File: src/rtl/bp_lite_to_burst_pkg.sv
// Shared definitions for the BedRock Lite-to-Burst converter.
//
// Header layout (LSB first): msg_type[3:0], subop[3:0], size[2:0], addr, payload.
// bp_me_burst_beats() converts a message size into a burst beat count.
package bp_lite_to_burst_pkg;

  localparam int unsigned MsgTypeW  = 4;
  localparam int unsigned SubopW    = 4;
  localparam int unsigned SizeW     = 3;
  localparam int unsigned MsgTypeLsb = 0;
  localparam int unsigned SizeLsb    = MsgTypeW + SubopW;

  typedef enum logic [SizeW-1:0] {
    e_bedrock_msg_size_1   = 3'd0,
    e_bedrock_msg_size_2   = 3'd1,
    e_bedrock_msg_size_4   = 3'd2,
    e_bedrock_msg_size_8   = 3'd3,
    e_bedrock_msg_size_16  = 3'd4,
    e_bedrock_msg_size_32  = 3'd5,
    e_bedrock_msg_size_64  = 3'd6,
    e_bedrock_msg_size_128 = 3'd7
  } bp_bedrock_msg_size_e;

  // Sub-beat sizes still need one beat; oversize messages saturate at the lite width.
  function automatic int unsigned bp_me_burst_beats(input logic [SizeW-1:0] size,
                                                    input int unsigned beat_bytes,
                                                    input int unsigned max_beats);
    int unsigned bytes;
    int unsigned beats;
    bytes = 32'd1 << size;
    beats = bytes / beat_bytes;
    if (beats == 0) beats = 1;
    if (beats > max_beats) beats = max_beats;
    return beats;
  endfunction

endpackage

File: src/rtl/bp_lite_to_burst_serializer.sv
// Data-beat serializer: holds the wide lite data, walks a beat counter and flags
// the final beat.
//
// Ports:
//   clk_i, reset_i   clock, synchronous active-high reset
//   load_i           capture data_i and the beat count for size_i; counter restarts at 0
//   data_i, size_i   wide lite data and its message size encoding
//   v_i, ready_i     beat valid (from the owner) and downstream ready
//   data_o           current beat, slice cnt of the stored data
//   last_o           current beat is the final one
//   done_o           handshake on the final beat this cycle
module bp_lite_to_burst_serializer
  import bp_lite_to_burst_pkg::*;
#(
  parameter int unsigned in_data_width_p  = 512,
  parameter int unsigned out_data_width_p = 64
) (
  input  logic                        clk_i,
  input  logic                        reset_i,
  input  logic                        load_i,
  input  logic [in_data_width_p-1:0]  data_i,
  input  logic [SizeW-1:0]            size_i,
  input  logic                        v_i,
  input  logic                        ready_i,
  output logic [out_data_width_p-1:0] data_o,
  output logic                        last_o,
  output logic                        done_o
);

  localparam int unsigned MaxBeats  = in_data_width_p / out_data_width_p;
  localparam int unsigned BeatBytes = out_data_width_p / 8;
  localparam int unsigned CntW      = (MaxBeats > 1) ? $clog2(MaxBeats) : 1;

  logic [in_data_width_p-1:0] data_q, data_d;
  logic [CntW-1:0]            cnt_q, cnt_d;
  logic [CntW-1:0]            last_idx_q, last_idx_d;
  logic                       hs;

  assign hs     = v_i & ready_i;
  assign last_o = (cnt_q == last_idx_q);
  assign done_o = hs & last_o;
  assign data_o = data_q[cnt_q * out_data_width_p +: out_data_width_p];

  always_comb begin
    data_d     = data_q;
    cnt_d      = cnt_q;
    last_idx_d = last_idx_q;
    if (load_i) begin
      // A load may coincide with the final handshake of the previous message.
      data_d     = data_i;
      cnt_d      = '0;
      last_idx_d = CntW'(bp_me_burst_beats(size_i, BeatBytes, MaxBeats) - 1);
    end else if (hs) begin
      cnt_d = last_o ? '0 : cnt_q + 1'b1;
    end
  end

  always_ff @(posedge clk_i) begin
    if (reset_i) begin
      data_q     <= '0;
      cnt_q      <= '0;
      last_idx_q <= '0;
    end else begin
      data_q     <= data_d;
      cnt_q      <= cnt_d;
      last_idx_q <= last_idx_d;
    end
  end

endmodule

File: src/rtl/bp_lite_to_burst.sv
// BedRock Lite to BedRock Burst converter. A one-entry buffer holds the lite
// message; the header and the data beats then drain on independent channels.
//
// Ports:
//   clk_i, reset_i                 clock, synchronous active-high reset
//   in_msg_i/_v_i/_ready_and_o     lite message {header, data}, ready-valid-and
//   out_msg_header_o/_v_o/_ready_and_i  burst header channel
//   out_msg_has_data_o             message carries data (qualified by header valid)
//   out_msg_data_o/_v_o/_ready_and_i    burst data beat channel
//   out_msg_last_o                 final beat (qualified by data valid)
//
// Build option BP_LITE_TO_BURST_BYPASS_EN: input ready also rises in the cycle the
// buffer frees, giving back-to-back messages at the cost of a ready-to-ready
// combinational path. Undefined by default.
module bp_lite_to_burst
  import bp_lite_to_burst_pkg::*;
#(
  parameter int unsigned paddr_width_p    = 40,
  parameter int unsigned in_data_width_p  = 512,
  parameter int unsigned out_data_width_p = 64,
  parameter int unsigned payload_width_p  = 16,
  parameter logic [(1<<MsgTypeW)-1:0] payload_mask_p = '0,
  localparam int unsigned HdrW = payload_width_p + paddr_width_p + SizeW + SubopW + MsgTypeW,
  localparam int unsigned InMsgW = HdrW + in_data_width_p
) (
  input  logic                        clk_i,
  input  logic                        reset_i,
  input  logic [InMsgW-1:0]           in_msg_i,
  input  logic                        in_msg_v_i,
  output logic                        in_msg_ready_and_o,
  output logic [HdrW-1:0]             out_msg_header_o,
  output logic                        out_msg_header_v_o,
  input  logic                        out_msg_header_ready_and_i,
  output logic                        out_msg_has_data_o,
  output logic [out_data_width_p-1:0] out_msg_data_o,
  output logic                        out_msg_data_v_o,
  input  logic                        out_msg_data_ready_and_i,
  output logic                        out_msg_last_o
);

  logic [HdrW-1:0]     header_q, header_d;
  logic                buf_v_q, buf_v_d;
  logic                has_data_q, has_data_d;
  logic                header_sent_q, header_sent_d;
  logic                data_sent_q, data_sent_d;

  logic [HdrW-1:0]     in_hdr;
  logic [MsgTypeW-1:0] in_msg_type;
  logic                in_has_data;
  logic                accept, header_hs, data_done, hdr_done, dat_done, free;

  assign in_hdr      = in_msg_i[InMsgW-1 -: HdrW];
  assign in_msg_type = in_hdr[MsgTypeLsb +: MsgTypeW];
  assign in_has_data = payload_mask_p[in_msg_type];

  assign out_msg_header_o   = header_q;
  assign out_msg_has_data_o = has_data_q;
  assign out_msg_header_v_o = buf_v_q & ~header_sent_q;
  assign out_msg_data_v_o   = buf_v_q & has_data_q & ~data_sent_q;

  assign header_hs = out_msg_header_v_o & out_msg_header_ready_and_i;
  // Both channels finished, counting handshakes completing this very cycle.
  assign hdr_done  = header_sent_q | header_hs;
  assign dat_done  = data_sent_q | data_done;
  assign free      = buf_v_q & hdr_done & dat_done;

`ifdef BP_LITE_TO_BURST_BYPASS_EN
  assign in_msg_ready_and_o = ~buf_v_q | free;
`else
  assign in_msg_ready_and_o = ~buf_v_q;
`endif

  assign accept = in_msg_v_i & in_msg_ready_and_o;

  bp_lite_to_burst_serializer #(
    .in_data_width_p (in_data_width_p),
    .out_data_width_p(out_data_width_p)
  ) u_serializer (
    .clk_i  (clk_i),
    .reset_i(reset_i),
    .load_i (accept),
    .data_i (in_msg_i[in_data_width_p-1:0]),
    .size_i (in_hdr[SizeLsb +: SizeW]),
    .v_i    (out_msg_data_v_o),
    .ready_i(out_msg_data_ready_and_i),
    .data_o (out_msg_data_o),
    .last_o (out_msg_last_o),
    .done_o (data_done)
  );

  always_comb begin
    header_d      = header_q;
    buf_v_d       = buf_v_q;
    has_data_d    = has_data_q;
    header_sent_d = header_sent_q;
    data_sent_d   = data_sent_q;
    if (accept) begin
      header_d      = in_hdr;
      buf_v_d       = 1'b1;
      has_data_d    = in_has_data;
      header_sent_d = 1'b0;
      // No-data messages never raise data valid.
      data_sent_d   = ~in_has_data;
    end else if (free) begin
      buf_v_d       = 1'b0;
      header_sent_d = 1'b0;
      data_sent_d   = 1'b0;
    end else begin
      header_sent_d = hdr_done;
      data_sent_d   = dat_done;
    end
  end

  always_ff @(posedge clk_i) begin
    if (reset_i) begin
      header_q      <= '0;
      buf_v_q       <= 1'b0;
      has_data_q    <= 1'b0;
      header_sent_q <= 1'b0;
      data_sent_q   <= 1'b0;
    end else begin
      header_q      <= header_d;
      buf_v_q       <= buf_v_d;
      has_data_q    <= has_data_d;
      header_sent_q <= header_sent_d;
      data_sent_q   <= data_sent_d;
    end
  end

endmodule
File: config.mk
export PLATFORM = sky130hd
export DESIGN_NAME = bp_lite_to_burst
export DESIGN_NICKNAME = d
export VERILOG_FILES = /design/src/rtl/bp_lite_to_burst_pkg.sv /design/src/rtl/bp_lite_to_burst_serializer.sv /design/src/rtl/bp_lite_to_burst.sv
export SDC_FILE = /design/constraint.sdc
export NUM_CORES = 1
export LEC_CHECK = 0
export ABC_AREA = 1
export CAP_MARGIN = 20
export CORE_AREA = 2 2 284 286
export DETAILED_ROUTE_END_ITERATION = 6
export DIE_AREA = 0 0 286 288
export PLACE_DENSITY_LB_ADDON = 0.1
export REMOVE_ABC_BUFFERS = 1
export SETUP_SLACK_MARGIN = 0.15
export SKIP_CTS_REPAIR_TIMING = 1
export SLEW_MARGIN = 0
export SYNTH_ARGS = -nofsm -noshare
export SYNTH_HDL_FRONTEND = slang
export SYNTH_HIERARCHICAL = 1
export SYNTH_SLANG_ARGS = --single-unit
File: constraint.sdc
create_clock -name clk_i -period 1.7 [get_ports clk_i]
set_input_delay 0.34 -clock clk_i [delete_from_list [all_inputs] [get_ports clk_i]]
set_output_delay 0.34 -clock clk_i [all_outputs]
set_load 0.05 [all_outputs]
* Word-level counts from Yosys, hierarchy flattened
Memory sizes are Yosys's and may differ from the RTL's. Index checks and enable logic that the tools add are counted.
Cells by class: $add $sub $neg 2, multipliers 0, div/mod/pow operators 0, order comparisons 2, equality and inequality tests 1, shift-type cells 2, mux-type cells 10, bitwise gates (word level) 15, reductions and logical operators 4
Operator list (number):
- $shiftx 512x10->64 | 1
- $gt 32x4->1 const B | 1
- $logic_not 32->1 | 1
- $mux 32 | 1
- $shl 1x3->32 const A | 1
- $mux 29 | 1
- $and 1x1->1 | 9
- $mux 3 | 3
- $lt 4x5->1 const B | 1
- $mux 1 | 5
- $not 1->1 | 4
- $add 3x1->3 const B | 1
- $eq 3x3->1 | 1
- $reduce_or 3->1 | 1
- $sub 3x1->3 const B | 1
- $or 1x1->1 | 2
- $reduce_bool 2->1 | 1
- $reduce_or 2->1 | 1
Storage, ports and cells: register bits 589, latch bits 0, RAM bits 0, memory bits (read-only) 16, memories kept 1
Memories:
- (no name shown) | depth 16, bits a word 1, rd ports 1, clocked after Yosys merged registers in 0, wr ports 0, line bp_lite_to_burst.sv:54 | assign in_has_data = payload_mask_p[in_msg_type];

* Depth between registers and ports, before layout
depth after elaboration 8, gate-level depth with buffers 12, gate-level depth less buffers 10

* Hierarchy
The synthesis kept the hierarchy.
By module, submodules not included:
- bp_lite_to_burst_serializer | instances 1, cells an instance 3329, area each 22328.9 um^2
- bp_lite_to_burst | instances 1, cells an instance 315, area each 2504.9 um^2

* Least setup slack after synthesis
OpenSTA, ideal clock, no wires.
path kind register -> register, start register buf_v_q, end register u_serializer.data_q[327], arrival time 1.822 ns, path slack -0.186 ns, stages on the path, launching flop included 11, period minus slack after synthesis 1.886 ns, cell sequence dfxtp_1 -> inv_2 -> nand2_4 -> inv_4 -> buf_2 -> buf_2 -> buf_2 -> buf_2 -> clkbuf_1 -> o21ai_0 -> nor2_1
Between the ends: word-level cells in the longest chain between the ends 2
RTL lines:
- from (decl) | line bp_lite_to_burst.sv:42 | logic buf_v_q, buf_v_d;
- from (signal assigned) | line bp_lite_to_burst.sv:123 | buf_v_q <= buf_v_d;
- $not 1->1 | line bp_lite_to_burst.sv:70 | assign in_msg_ready_and_o = ~buf_v_q;
- via in_msg_ready_and_o | line bp_lite_to_burst.sv:30 | output logic in_msg_ready_and_o,
- $and 1x1->1 | line bp_lite_to_burst.sv:73 | assign accept = in_msg_v_i & in_msg_ready_and_o;
- via accept | line bp_lite_to_burst.sv:50 | logic accept, header_hs, data_done, hdr_done, dat_done, free;
- to (signal assigned) | line bp_lite_to_burst_serializer.sv:64 | data_q <= data_d;
- to (decl) | line bp_lite_to_burst_serializer.sv:34 | logic [in_data_width_p-1:0] data_q, data_d;
The timed path passes the listed nets, and every way through them passes these cells. A chain may end at the register's enable or synchronous reset.

* Worst setup path in the final report
start register u_serializer.cnt_q[0], end output out_msg_data_o[1]
Between the ends: word-level cells in the longest chain between the ends 1
RTL lines:
- from (decl) | line bp_lite_to_burst_serializer.sv:35 | logic [CntW-1:0] cnt_q, cnt_d;
- from (signal assigned) | line bp_lite_to_burst_serializer.sv:65 | cnt_q <= cnt_d;
- $shiftx 512x10->64 | line bp_lite_to_burst_serializer.sv:42 | assign data_o = data_q[cnt_q * out_data_width_p +: out_data_width_p];
- to (decl) | line bp_lite_to_burst.sv:35 | output logic [out_data_width_p-1:0] out_msg_data_o,
Every way passes these cells.

==> summary.txt <==
Critical path
  – CP max stage cell: dfxtp_4
  – RR Endpoint: u_serializer/data_q[258]
  – Crit start category: register
  – Reg2Reg Launch Point: buf_v_q
  – Critical Path RT: 1.36 ns
  – Max incr delay on CP: 0.42 ns
  – CP top delay family: buffers and inverters
  – Crit Path Max Fanout: 17
  – Crit. End Element: primary output
  – Crit Path Class: register to primary output
  – Worst setup path start: u_serializer/cnt_q[0]
  – Critical Path, Cell by Cell: buf_12 > buf_12 > clkbuf_16 > nor2_2 > nor2_1 > o21ai_1 > o21ai_1 > nand2_1 > nand2_1 > buf_6
  – Crit path depth: 10
  – Critical Path AT: 2.14 ns
  – Buf/Inv on CP: 4
  – Worst r2r path cells: 8
  – Flop-to-flop setup slack: 0.21 ns
  – Crit path to: out_msg_data_o[1]

Logic synthesis
  – Cells after synthesis: 3,644
  – Seq/Total Area, Yosys: 47.4%
  – Top post-synthesis cells by area: dfxtp_1 (47%), nor2_1 (23%), o21ai_0 (15%)
  – Yosys reg bits: 588
  – Post-synth top flop: dfxtp_1
  – Share of flip-flops with an asynchronous set or reset: 0%
  – Yosys cell types: 25
  – Yosys top cell area share: 47.4%
  – Post-synth top area cell: dfxtp_1
  – Number of flops mapped to enable cells by yosys: 0
  – Syn Std Cell Area: 0.0248 mm²
  – Mean Syn Cell Area: 6.81 µm²
  – Synth warn: 6

Global routing
  – First-pass GRT wire length: 143,000 µm
  – Total global-route track usage: 22.0%
  – Initial antenna violation count: 10
  – Total congestion overflow: 0
  – Largest net degree at the start of global routing: 60
  – Vias in the first global route: 25.2k

Routing
  – Wire per inst: 17.7 µm
  – First-pass DRT Iterations: 5
  – Final wirelength: 96,600 µm
  – Via count: 25.6k
  – First DRT Iteration DRCs: 1,547
  – Routed Antenna Nets: 0
  – # DRC: 0
  – Avg Vias per Cell: 4.69

Placed design
  – Placed Cells incl. Taps: 5,320
  – Dpl cell area: 0.0340 mm²
  – Post-DP HPWL: 68,700 µm
  – Gpl congestion: 0.808
  – Port bufs: 717

Cells and area
  – Final Cell Area: 0.0371 mm²
  – Share of cells above drive strength 1: 11.7%
  – Area Growth Syn to Fin: 49.5%
  – Most frequent cells in the layout: nor2_1 (1,532), o21ai_0 (738), clkdlybuf4s50_1 (583)
  – Most common cell after layout, fill and taps aside: nor2_1
  – Fin cells: 5,462
  – Fin nets: 4,929
  – Finished Core Util: 46.6%

STA
  – RSZ-0062 raised after global routing: yes
  – Tmin final: 2.48 ns
  – Final Skew: 0.0269 ns
  – Final hold vios: 0
  – FMAX: 0.403 GHz
  – Final Cycle Share: 146%
  – Slew Viols, Final: 0
  – Final hold slack: 0.312 ns
  – Final setup vio count: 65
  – Setup ws final: -0.781 ns

Clock network
  – Htree depth: 3
  – Max clock buf depth: 3
  – Clk_lat worst skew: 0.61 ns
  – Clock sinks: 588
  – Cts bufs inserted: 70
  – Reg clk slew, reported paths: 0.06 ns
  – CTS tree: yes
  – Root buf cell: clkbuf_16

Outcome
  – Status: complete, but fails checks
  – Failing checks: setup timing

Power and ir drop
  – PD cells: 1040 mW/mm²
  – Tot Pwr: 38,700 µW
  – Leak Pwr: 0.0159 µW
  – Peak supply drop: 0.670 mV

Run
  – Max_cap viols: 0

Floorplanning
  – IO Count: 720
  – Row Count: 104
  – Chip width: 286 µm
  – Die ar.: 0.0824 mm²
  – Die Y-Extent: 288 µm
  – CORE AREA: 0.0796 mm²
  – Initial Util: 31.2%

Min path
  – Worst Hold Class: input port to register
-- worst reg2reg max path, stage by stage, from the launching register on --
cell and delay, ns:
dfxtp_4 0.36, inv_6 0.09, nand2_4 0.09, inv_16 0.09
inv_8 0.05, buf_12 0.15, buf_12 0.18, nor2_1 0.25
nor2_1 0.09
-- Yosys cell counts (2+ instances only) --
cell,instances
xor2_1,2
inv_1,11
ha_1,2
xnor2_1,2
nor2_1,1544
nand2_1,209
o21ai_0,768
clkbuf_1,164
buf_1,14
buf_4,4
o21ai_1,200
nand3_1,2
nor2_2,10
a21oi_1,4
inv_2,5
dfxtp_1,588
buf_2,89
buf_6,19
-- per-stage QoR --
step	worst slack, ns	setup TNS, ns
after CTS	-0.896	-51.59
after detailed placement	-0.262	-91.92
after global placement	-0.248	-86.06
final	-0.781	-45.06
after global routing	-0.901	-53.81
after floorplan	-7.04	-3858.13
-- worst min-delay path by stage --
stage                                     from                         end  slack, ns  cells after the start
global placement    u_serializer/last_idx_q[0]  u_serializer/last_idx_q[0]       0.46                      2
floorplan           u_serializer/last_idx_q[0]  u_serializer/last_idx_q[0]       0.45                      2
CTS                               in_msg_i[62]     u_serializer/data_q[62]       0.26                      3
finish                            in_msg_i[61]     u_serializer/data_q[61]       0.31                      3
detailed placement  u_serializer/last_idx_q[0]  u_serializer/last_idx_q[0]       0.47                      2
global route                     in_msg_i[260]    u_serializer/data_q[260]       0.29                      3
-- per-layer routing --
metal	global-route usage, %	share of wire, %	vias up
met3	5.00	6.4	158
met4	9.21	3.7	6
met5	0	0.040	-
met2	37.9	48	699
li1	-	-	13200
met1	26.4	42	11600
-- area by class of cell --
| cell class | count | area [µm²] |
|---|---|---|
| Sequential cell | 588 | 11800 |
| Timing Repair Buffer | 918 | 9830 |
| Tap cell | 1060 | 1330 |
| Inverter | 17 | 109 |
| Clock inverter | 20 | 269 |
| Fill cell | 8168 | 42500 |
| Multi-Input combinational cell | 2748 | 11700 |
| Antenna cell | 8 | 20.0 |
| Clock buffer | 103 | 2050 |
-- sequential cells by signal, indices dropped and copies added, names as in the netlist --
name and flops:
header_sent_q 1, u_serializer/data_q 512, u_serializer/cnt_q 3, u_serializer/last_idx_q 3, buf_v_q 1, data_sent_q 1
out_msg_header_o 67
-- cell families (layout without fill, tap and decap cells) --
| group | count (synthesis) | count (layout) | share of synthesized area (%) |
|---|---|---|---|
| flip-flops | 588 | 588 | 47.4 |
| AO/OA/AOI/OAI | 972 | 972 | 19.6 |
| XOR/XNOR | 4 | 4 | 0.141 |
| AND/OR/NAND/NOR | 1767 | 1767 | 26.9 |
| adder cells (fa/ha/maj) | 2 | 2 | 0.101 |
| other | 1 | 11 | 0.0151 |
| buffers and inverters | 310 | 1058 | 5.89 |
-- power breakdown --
| group | internal (µW) | switching (µW) | leakage [µW] |
|---|---|---|---|
| combinational | 3560 | 4500 | 0.00990 |
| clock | 9010 | 6200 | 0.00114 |
| sequential | 14900 | 544 | 0.00488 |
| total | 27500 | 11200 | 0.0159 |
No activity file was read; power rests on OpenSTA's default activity.
